$ cat config.mk
export PLATFORM = sky130hd
export DESIGN_NAME = periph_port_arbiter
export DESIGN_NICKNAME = d
export VERILOG_FILES = /design/src/rtl/periph_arb_pkg.sv /design/src/rtl/periph_arb_id_fifo.sv /design/src/rtl/periph_port_arbiter.sv
export SDC_FILE = /design/constraint.sdc
export NUM_CORES = 1
export LEC_CHECK = 0
export CAP_MARGIN = 20
export CORE_AREA = 8 8 200 202
export CTS_CLUSTER_DIAMETER = 120
export DETAILED_ROUTE_END_ITERATION = 10
export DIE_AREA = 0 0 208 210
export HOLD_SLACK_MARGIN = 0.12
export SYNTH_ARGS = -nofsm -noshare
export SYNTH_HDL_FRONTEND = slang
export SYNTH_SLANG_ARGS = --single-unit
$ cat constraint.sdc
create_clock -name clk_i -period 7.4 [get_ports clk_i]
set_input_delay 1.48 -clock clk_i [delete_from_list [all_inputs] [get_ports clk_i]]
set_output_delay 1.48 -clock clk_i [all_outputs]
set_load 0.05 [all_outputs]
$ cat src/rtl/periph_arb_pkg.sv
`default_nettype none
// ============================================================================
// Module      : periph_arb_pkg
// Description : Shared types and the round-robin pick helper for the
//               peripheral port arbiter.
// Revision    : 1.0
// ============================================================================
package periph_arb_pkg;

    localparam int MAX_MASTERS = 32;
    localparam int IDX_W       = 5;

    typedef struct packed {
        logic             found;
        logic [IDX_W-1:0] idx;
    } rr_pick_t;

    // First set bit of req at or after ptr, scanning modulo n (ptr < n <= MAX_MASTERS).
    function automatic rr_pick_t rr_pick(
        input logic [MAX_MASTERS-1:0] req,
        input int unsigned            ptr,
        input int unsigned            n
    );
        rr_pick_t    res;
        int unsigned idx;
        res = '0;
        for (int unsigned k = 0; k < MAX_MASTERS; k++) begin
            idx = ptr + k;
            if (idx >= n) begin
                idx = idx - n;
            end
            if ((k < n) && !res.found && req[idx[IDX_W-1:0]]) begin
                res.found = 1'b1;
                res.idx   = idx[IDX_W-1:0];
            end
        end
        return res;
    endfunction

endpackage
`default_nettype wire

$ cat src/rtl/periph_arb_id_fifo.sv
`default_nettype none
// ============================================================================
// Module      : periph_arb_id_fifo
// Description : In-order queue of granted master IDs awaiting a response.
// Revision    : 1.0
// ============================================================================
module periph_arb_id_fifo #(
    parameter int WIDTH = 2,
    parameter int DEPTH = 4
) (
    input  logic                       clk,
    input  logic                       rst_n,
    input  logic                       push,
    input  logic [WIDTH-1:0]           din,
    input  logic                       pop,
    output logic [WIDTH-1:0]           head,
    output logic                       full,
    output logic                       empty,
    output logic [$clog2(DEPTH+1)-1:0] count
);

    localparam int PTR_W = (DEPTH > 1) ? $clog2(DEPTH) : 1;
    localparam int CNT_W = $clog2(DEPTH+1);

    logic [WIDTH-1:0] mem [DEPTH];
    logic [PTR_W-1:0] wr_ptr;
    logic [PTR_W-1:0] rd_ptr;
    logic [CNT_W-1:0] cnt;
    logic             push_en;
    logic             pop_en;

    assign full    = (cnt == CNT_W'(DEPTH));
    assign empty   = (cnt == '0);
    assign push_en = push & ~full;
    assign pop_en  = pop & ~empty;
    assign head    = mem[rd_ptr];
    assign count   = cnt;

    always_ff @(posedge clk) begin
        if (push_en) begin
            mem[wr_ptr] <= din;
        end
    end

    always_ff @(posedge clk or negedge rst_n) begin
        if (!rst_n) begin
            wr_ptr <= '0;
            rd_ptr <= '0;
            cnt    <= '0;
        end else begin
            if (push_en) begin
                wr_ptr <= (wr_ptr == PTR_W'(DEPTH-1)) ? '0 : wr_ptr + 1'b1;
            end
            if (pop_en) begin
                rd_ptr <= (rd_ptr == PTR_W'(DEPTH-1)) ? '0 : rd_ptr + 1'b1;
            end
            case ({push_en, pop_en})
                2'b10:   cnt <= cnt + 1'b1;
                2'b01:   cnt <= cnt - 1'b1;
                default: cnt <= cnt;
            endcase
        end
    end

endmodule
`default_nettype wire

$ cat src/rtl/periph_port_arbiter.sv
`default_nettype none
// ============================================================================
// Module      : periph_port_arbiter
// Description : Round-robin share of one peripheral request port among
//               NB_MASTERS requesters, with in-order response routing.
// Revision    : 1.0
// ============================================================================
module periph_port_arbiter
    import periph_arb_pkg::*;
#(
    parameter int NB_MASTERS      = 4,
    parameter int ADDR_WIDTH      = 32,
    parameter int DATA_WIDTH      = 32,
    parameter int BE_WIDTH        = DATA_WIDTH/8,
    parameter int MAX_OUTSTANDING = 4
) (
    input  logic                                  clk_i,
    input  logic                                  rst_ni,
    input  logic [NB_MASTERS-1:0]                 data_req_i,
    input  logic [NB_MASTERS-1:0][ADDR_WIDTH-1:0] data_add_i,
    input  logic [NB_MASTERS-1:0]                 data_wen_i,
    input  logic [NB_MASTERS-1:0][DATA_WIDTH-1:0] data_wdata_i,
    input  logic [NB_MASTERS-1:0][BE_WIDTH-1:0]   data_be_i,
    output logic [NB_MASTERS-1:0]                 data_gnt_o,
    output logic [NB_MASTERS-1:0]                 data_r_valid_o,
    output logic [NB_MASTERS-1:0]                 data_r_opc_o,
    output logic [NB_MASTERS-1:0][DATA_WIDTH-1:0] data_r_rdata_o,
    output logic                                  data_req_o,
    output logic [ADDR_WIDTH-1:0]                 data_add_o,
    output logic                                  data_wen_o,
    output logic [DATA_WIDTH-1:0]                 data_wdata_o,
    output logic [BE_WIDTH-1:0]                   data_be_o,
    input  logic                                  data_gnt_i,
    input  logic                                  data_r_valid_i,
    input  logic                                  data_r_opc_i,
    input  logic [DATA_WIDTH-1:0]                 data_r_rdata_i,
    output logic                                  err_o
);

    localparam int ID_WIDTH = $clog2(NB_MASTERS);
    localparam int CNT_W    = $clog2(MAX_OUTSTANDING+1);

    logic [ID_WIDTH-1:0]    rr_ptr;
    logic [ID_WIDTH-1:0]    winner;
    logic [ID_WIDTH-1:0]    head_id;
    logic [MAX_MASTERS-1:0] req_ext;
    rr_pick_t               pick;
    logic                   id_full;
    logic                   id_empty;
    logic [CNT_W-1:0]       id_count;
    logic                   hs;
    logic                   resp_ok;
    logic                   spurious;

    always_comb begin
        req_ext                 = '0;
        req_ext[NB_MASTERS-1:0] = data_req_i;
    end

    assign pick   = rr_pick(req_ext, 32'(rr_ptr), NB_MASTERS);
    assign winner = pick.idx[ID_WIDTH-1:0];

    // Request path is purely combinational so a grant lands in the request cycle.
    assign data_req_o   = pick.found & ~id_full;
    assign hs           = data_req_o & data_gnt_i;
    assign data_add_o   = data_add_i[winner];
    assign data_wen_o   = data_wen_i[winner];
    assign data_wdata_o = data_wdata_i[winner];
    assign data_be_o    = data_be_i[winner];

    // A response counts only against IDs already queued; a same-cycle push does not qualify it.
    assign resp_ok  = data_r_valid_i & ~id_empty;
    assign spurious = data_r_valid_i & (id_count == '0);

    generate
        for (genvar i = 0; i < NB_MASTERS; i++) begin : g_demux
            assign data_gnt_o[i]     = hs & (winner == ID_WIDTH'(i));
            assign data_r_valid_o[i] = resp_ok & (head_id == ID_WIDTH'(i));
            assign data_r_opc_o[i]   = resp_ok & (head_id == ID_WIDTH'(i)) & data_r_opc_i;
            assign data_r_rdata_o[i] = data_r_rdata_i;
        end
    endgenerate

    periph_arb_id_fifo #(
        .WIDTH (ID_WIDTH),
        .DEPTH (MAX_OUTSTANDING)
    ) u_id_fifo (
        .clk   (clk_i),
        .rst_n (rst_ni),
        .push  (hs),
        .din   (winner),
        .pop   (resp_ok),
        .head  (head_id),
        .full  (id_full),
        .empty (id_empty),
        .count (id_count)
    );

    always_ff @(posedge clk_i or negedge rst_ni) begin
        if (!rst_ni) begin
            rr_ptr <= '0;
        end else if (hs) begin
            rr_ptr <= (winner == ID_WIDTH'(NB_MASTERS-1)) ? '0 : winner + 1'b1;
        end
    end

    always_ff @(posedge clk_i or negedge rst_ni) begin
        if (!rst_ni) begin
            err_o <= 1'b0;
        end else if (spurious) begin
            err_o <= 1'b1;
        end
    end

endmodule
`default_nettype wire

==> results.yml, run 1 <==
status:
  status: "completed"
critical_path:
  crit_chain: "clkdlybuf4s50_1, mux2i_1, or3_1, a31o_1, a22oi_2, inv_8, buf_4, mux2i_1, mux2i_1, clkdlybuf4s50_1"
  arrival_ns: 5.05
  required_ns: 5.92
  worstSetupStartpoint: "data_req_i[1]"
  cp_max_fo: 65
  r2r_start: "rr_ptr[0]"
  slowest_stage: "clkdlybuf4s50_1"
  worstSetupPathType: "in -> out"
  path_common_cell: "mux2i_1"
  max_stage_delay_ns: 0.84
  critPathLaunchType: "primary input"
  critical_path.endpoint_type: "output pin"
synth:
  yosysTopAreaCellShare: 0.468
  ys_seq_area_frac: 0.109
  ys_warn_count: 0
  yosys.area.top_type: "mux2i_1"
  synth_nets: 808
  synth_area_um2: 4490
  ys_seq_elements: 18
  synth_cell_types: 38
  synthTopCellsByArea: "mux2i_1 47%, buf_4 22%, dfrtp_1 5.6%"
  syn_inst: 476
  async_flop_share: 0.556
  yosys_most_used_dff: "dfrtp_1"
  syn_avg_cell_area_um2: 9.43
  synth_edf_count: 8
final_layout:
  fin_util: 0.210
  ff_latch_area_um2: 490
  antenna_cells: 0
  layout-drive-gt1-share: 0.0370
  multi_input_area_um2: 2800
  num-fill-cells: 4074
  finish.instance_area_um2: 7760
  area_growth_pct: 72.9
  nets: 1035
cts:
  cts_buffer_depth: 2
  cts_sinks: 18
  cts_made_buffers: 3
  clk-insertion-delay-late_ns: 0.24
  path_clk_slew_ns: 0.05
  cts_resized: 0
  cts_tree: "done"
  cts_setup_buffers: 0
  htree_levels: 1
  cts_hold_buf: 0
  cts-root-buf: "clkbuf_16"
power:
  p_int_mw: 1.94
  pwr-share-seq: 0.043
  p_comb_frac: 0.936
  pwr-share-clk: 0.022
  leakagePower_nw: 3.15
  ir_worst_vdd_uv: 354
  p_per_area_nw_per_um2: 621
  p_sw_frac: 0.598
  p_switching_mw: 2.88
placement:
  dpl_cell_area_um2: 7680
  hpwl_mm: 18.0
  gp_congestion: 0.775
  port_buffers: 367
floorplan:
  row_count: 71
  chipHeight_um: 210
  io_pins: 528
  die_area_um2: 43700
  die_w_um: 208
  coreArea_um2: 37000
  initial_utilization: 0.121
detailed_routing:
  wl_per_cell_um: 17.3
  drc_errors: 0
  num_vias: 4191
  postRouteAntennaNets: 0
  routed_wirelength_mm: 20.4
  first_iter_violations: 109
  vias_per_cell: 3.56
  drt-pass1-iter-count: 4
grt:
  antenna_found_initial: 5
  grt_pass1_vias: 4693
  grt_overflow: 0
  grt_max_degree: 66
  use_met1: 0.0901
  top_usage_layer: "met2"
  grt.met3_usage: 0.0434
  grt_util_met2: 0.157
  grt_use_total: 0.0855
  grt_pass1_wl_mm: 29.4
sta:
  fmax_mhz: 153
  finClkSkew_ns: 0.00139
  whs_ns: 0.452
  rsz0062_at_grt: "false"
  final_max_slew_viol_count: 0
  hold_violations: 0
  finalSetupTns_ns: 0
  min_period_over_period: 0.882
  relSlewSlack: 0.561
  worst_slew_pin_slew_ns: 0.658
  finalSetupViolCount: 0
  min_period_ns: 6.53
hold_path:
  min_path_type: "reg -> reg"
  hp-start: "err_o"
job:
  maxCapViolations: 0
-- cells by family after synthesis --
| family | after synthesis | synth area share |
|---|---|---|
| buffers and inverters | 165 | 0.271 |
| AND/OR/NAND/NOR | 40 | 0.0463 |
| flip-flops | 18 | 0.109 |
| XOR/XNOR | 3 | 0.00586 |
| AO/OA/AOI/OAI | 19 | 0.0329 |
| multiplexers | 216 | 0.491 |
| adder cells (fa/ha/maj) | 15 | 0.0435 |
-- flip-flops by register name, summed over array words and instances, names as in the netlist --
name,count
u_id_fifo.wr_ptr,2
u_id_fifo.rd_ptr,2
err_o,1
rr_ptr,2
u_id_fifo.mem,8
u_id_fifo.count,3
-- cells in the mapped netlist, types with 2 or more instances --
cell type  count
mux2i_1      210
mux2_2         3
a2bb2oi_1      2
or3_1          3
mux4_2         3
edfxtp_1       8
dfrtp_1       10
buf_6         13
nand2_1        8
ha_1          14
nor3b_1        2
nand2b_1       2
inv_2          3
o31ai_1        2
a21o_1         2
xor2_1         2
buf_2         10
o21ai_0        2
inv_1          8
buf_4        130
and3_1         9
nor3_1         5
a21oi_1        3
nor2_1         8
-- cells in the final DEF, fill, tap and decap left out, types with 2 or more instances in the layout --
| master | Yosys | layout |
|---|---|---|
| a21o_1 | 2 | 2 |
| a21oi_1 | 3 | 3 |
| a2bb2oi_1 | 2 | 2 |
| and3_1 | 9 | 9 |
| buf_4 | 130 | 9 |
| clkbuf_16 | 0 | 3 |
| clkdlybuf4s50_1 | 0 | 366 |
| dfrtp_1 | 10 | 10 |
| edfxtp_1 | 8 | 8 |
| ha_1 | 14 | 14 |
| inv_1 | 8 | 8 |
| inv_2 | 3 | 2 |
| mux2_2 | 3 | 3 |
| mux2i_1 | 210 | 210 |
| mux4_2 | 3 | 3 |
| nand2_1 | 8 | 8 |
| nand2b_1 | 2 | 2 |
| nor2_1 | 8 | 8 |
| nor3_1 | 5 | 5 |
| nor3b_1 | 2 | 2 |
| o21ai_0 | 2 | 2 |
| o31ai_1 | 2 | 2 |
| or3_1 | 3 | 3 |
| xor2_1 | 2 | 2 |
-- power groups by stage --
stage / Combinational, mW / Clock, mW / Sequential [mW]
after CTS: 4.58 / 0.108 / 0.206
after global routing: 4.73 / 0.112 / 0.213
final: 4.51 / 0.105 / 0.206
after detailed placement: 4.56 / 0 / 0.206
after floorplan: 3.43 / 0 / 0.196
after global placement: 4.55 / 0 / 0.207
-- critical path: cells and delay by family --
kind | cells | cell delay, ns
AO/OA/AOI/OAI | 2 | 0.60
buffers and inverters | 4 | 1.95
multiplexers | 3 | 0.43
AND/OR/NAND/NOR | 1 | 0.45
-- cell type report --
class,instances,share of cell area
Clock buffer,3,0.00967
Clock inverter,1,0.000484
Inverter,11,0.00629
Multi-Input combinational cell,293,0.361
Sequential cell,18,0.0632
Tap cell,474,0.0764
Timing Repair Buffer,376,0.483
-- routing by layer --
metal | routed length, µm | share of wire
met5 | 9 | 0.00044
met4 | 159 | 0.0078
met3 | 2410 | 0.12
met2 | 10300 | 0.50
met1 | 7530 | 0.37
-- final timing paths --
| path | slack, ns | depth (start not counted) | to |
|---|---|---|---|
| setup / recovery | 0.87 | 10 | data_wdata_o[25] |
| hold / removal | 0.45 | 1 | err_o |
| setup reg to reg | 3.68 | 13 | u_id_fifo.count[2] |
| hold reg to reg | 0.45 | 1 | err_o |
| max in group asynchronous | 5.53 | 1 | rr_ptr[0] |
| min in group asynchronous | 1.56 | 1 | u_id_fifo.rd_ptr[0] |
-- stage by stage --
stage          power (mW)  cells  worst slack (ns)
3_5_place_dp         4.76   1172             0.862
3_3_place_gp         4.75   1172             0.945
6_report             4.82   1176             0.873
2_1_floorplan        3.63    476              2.11
4_1_cts              4.89   1176             0.845
5_1_grt              5.06   1176             0.693
No activity file was read; power rests on OpenSTA's default activity.
==> inputs of run 2 (changes only) <==
- MAX_ROUTING_LAYER: unset -> met4
- PLACE_DENSITY: unset -> 0.42
==> results.yml, run 2 (synthesis results as in run 1) <==
status:
  status: "completed"
critical_path:
  worstSetupStartpoint: "data_req_i[1]"
  required_ns: 5.92
  critPathLaunchType: "primary input"
  cp_max_fo: 65
  cp.depth: 10
  slowest_stage: "clkdlybuf4s50_1"
  cp_num_buf_inv: 4
  max_stage_delay_ns: 0.83
  r2r_start: "rr_ptr[0]"
  worstSetupPathType: "in -> out"
  crit_chain: "clkdlybuf4s50_1, mux2i_1, or3_1, a31o_1, a22oi_2, inv_8, buf_4, mux2i_1, mux2i_1, clkdlybuf4s50_1"
  arrival_ns: 5.00
  reg2reg_slack_ns: 3.66
  critical_path.endpoint_type: "output pin"
  worstRegToRegCells: 13
  r2r_end: "u_id_fifo.count[2]"
  path_common_cell: "mux2i_1"
  cp_top_family: "buffers and inverters"
detailed_routing:
  wl_per_cell_um: 17.9
  num_vias: 4129
  postRouteAntennaNets: 0
  first_iter_violations: 79
  drt-pass1-iter-count: 4
  routed_wirelength_mm: 21.1
  drc_errors: 0
  vias_per_cell: 3.51
final_layout:
  largest_register_ffs: 8
  nets: 1035
  area_growth_pct: 73.4
  top_register: "u_id_fifo.mem"
  stdcell_count: 1178
  mostFrequentLayoutCell: "clkdlybuf4s50_1"
  final_cell_mix: "367 x clkdlybuf4s50_1, 210 x mux2i_1, 14 x ha_1, 10 x dfrtp_1, 9 x and3_1"
  fin_util: 0.211
  layout-drive-gt1-share: 0.0356
  num-fill-cells: 4041
cts:
  cts_tree: "done"
  clk-insertion-delay-late_ns: 0.25
  cts_made_buffers: 3
  cts_hold_buf: 0
  path_clk_slew_ns: 0.05
  cts_sinks: 18
  htree_levels: 1
  cts-root-buf: "clkbuf_16"
  cts_resized: 0
  cts_buffer_depth: 2
  cts_setup_buffers: 0
power:
  p_per_area_nw_per_um2: 624
  ir_worst_vdd_uv: 410
  leakagePower_nw: 3.15
floorplan:
  row_count: 71
  coreArea_um2: 37000
  die_w_um: 208
  initial_utilization: 0.121
  io_pins: 528
  chipHeight_um: 210
  die_area_um2: 43700
hold_path:
  min_to: "err_o"
  min_path_type: "reg -> reg"
  min_path_cells: 1
  hp-start: "err_o"
sta:
  finClkSkew_ns: 0.00288
  relSlewSlack: 0.549
  min_period_over_period: 0.876
  worst_slew_pin_slew_ns: 0.676
  fmax_mhz: 154
  finalSetupTns_ns: 0
  final_max_slew_viol_count: 0
  rsz0062_at_grt: "false"
  hold_violations: 0
  finalSetupViolCount: 0
  min_period_ns: 6.48
grt:
  grt_overflow: 0
  grt_max_degree: 66
  grt_pass1_wl_mm: 30.3
  antenna_found_initial: 2
  grt_use_total: 0.0921
  grt_pass1_vias: 4798
job:
  maxCapViolations: 0
placement:
  dp_cells: 1172
  port_buffers: 367
  hpwl_mm: 18.5
  gp_congestion: 0.731
-- run 2: layout make-up --
type,instances,area [µm²],share of cell area
diodes,2,5.00,0.000643
clock buffers,4,78.8,0.0101
inverters,11,48.8,0.00627
multi-input cells,293,2800,0.360
flip-flops and latches,18,490,0.0630
well taps,474,593,0.0762
repair buffers,376,3770,0.484
-- run 2: how the worst max path moves through the flow --
stage	end
5_1_grt	data_wdata_o[31]
3_3_place_gp	data_gnt_o[1]
6_report	data_wdata_o[13]
3_5_place_dp	data_wdata_o[31]
2_1_floorplan	data_wdata_o[14]
4_1_cts	data_wdata_o[31]
-- run 2: worst register-to-register path, stage by stage (launching register included) --
cell and delay [ns]:
dfrtp_1 0.65, inv_1 0.19, ha_1 0.43, a21bo_2 0.23
a2bb2oi_1 0.35, a41oi_2 0.35, and2_1 0.37, inv_2 0.09
ha_1 0.17, inv_1 0.06, fa_1 0.37, xor2_1 0.15
nor2_1 0.11, xor2_1 0.15
-- run 2: through the flow --
step	power [mW]	cell area, µm²	setup WS, ns	hold slack, ns
after floorplan	3.63	4490	2.11	0.457
after global placement	4.85	7700	0.951	0.444
after detailed placement	4.82	7700	0.906	0.448
after CTS	4.95	7780	0.900	0.460
after global routing	5.13	7780	0.718	0.476
final	4.85	7780	0.920	0.453
-- run 2: layer usage --
metal,vias to the layer above,track usage,part of all wire
met5,-,-,0
met4,0,0.00759,0.0054
met3,4,0.0570,0.14
met2,282,0.163,0.51
met1,1819,0.0885,0.35
li1,2024,-,-
-- run 2: report_power, final --
group	switching, mW	internal [mW]	leakage (nW)	total (mW)
clock network	0.0356	0.0732	0.0382	0.109
logic	2.82	1.72	2.92	4.54
registers	0.0443	0.161	0.191	0.205
total	2.90	1.95	3.15	4.85
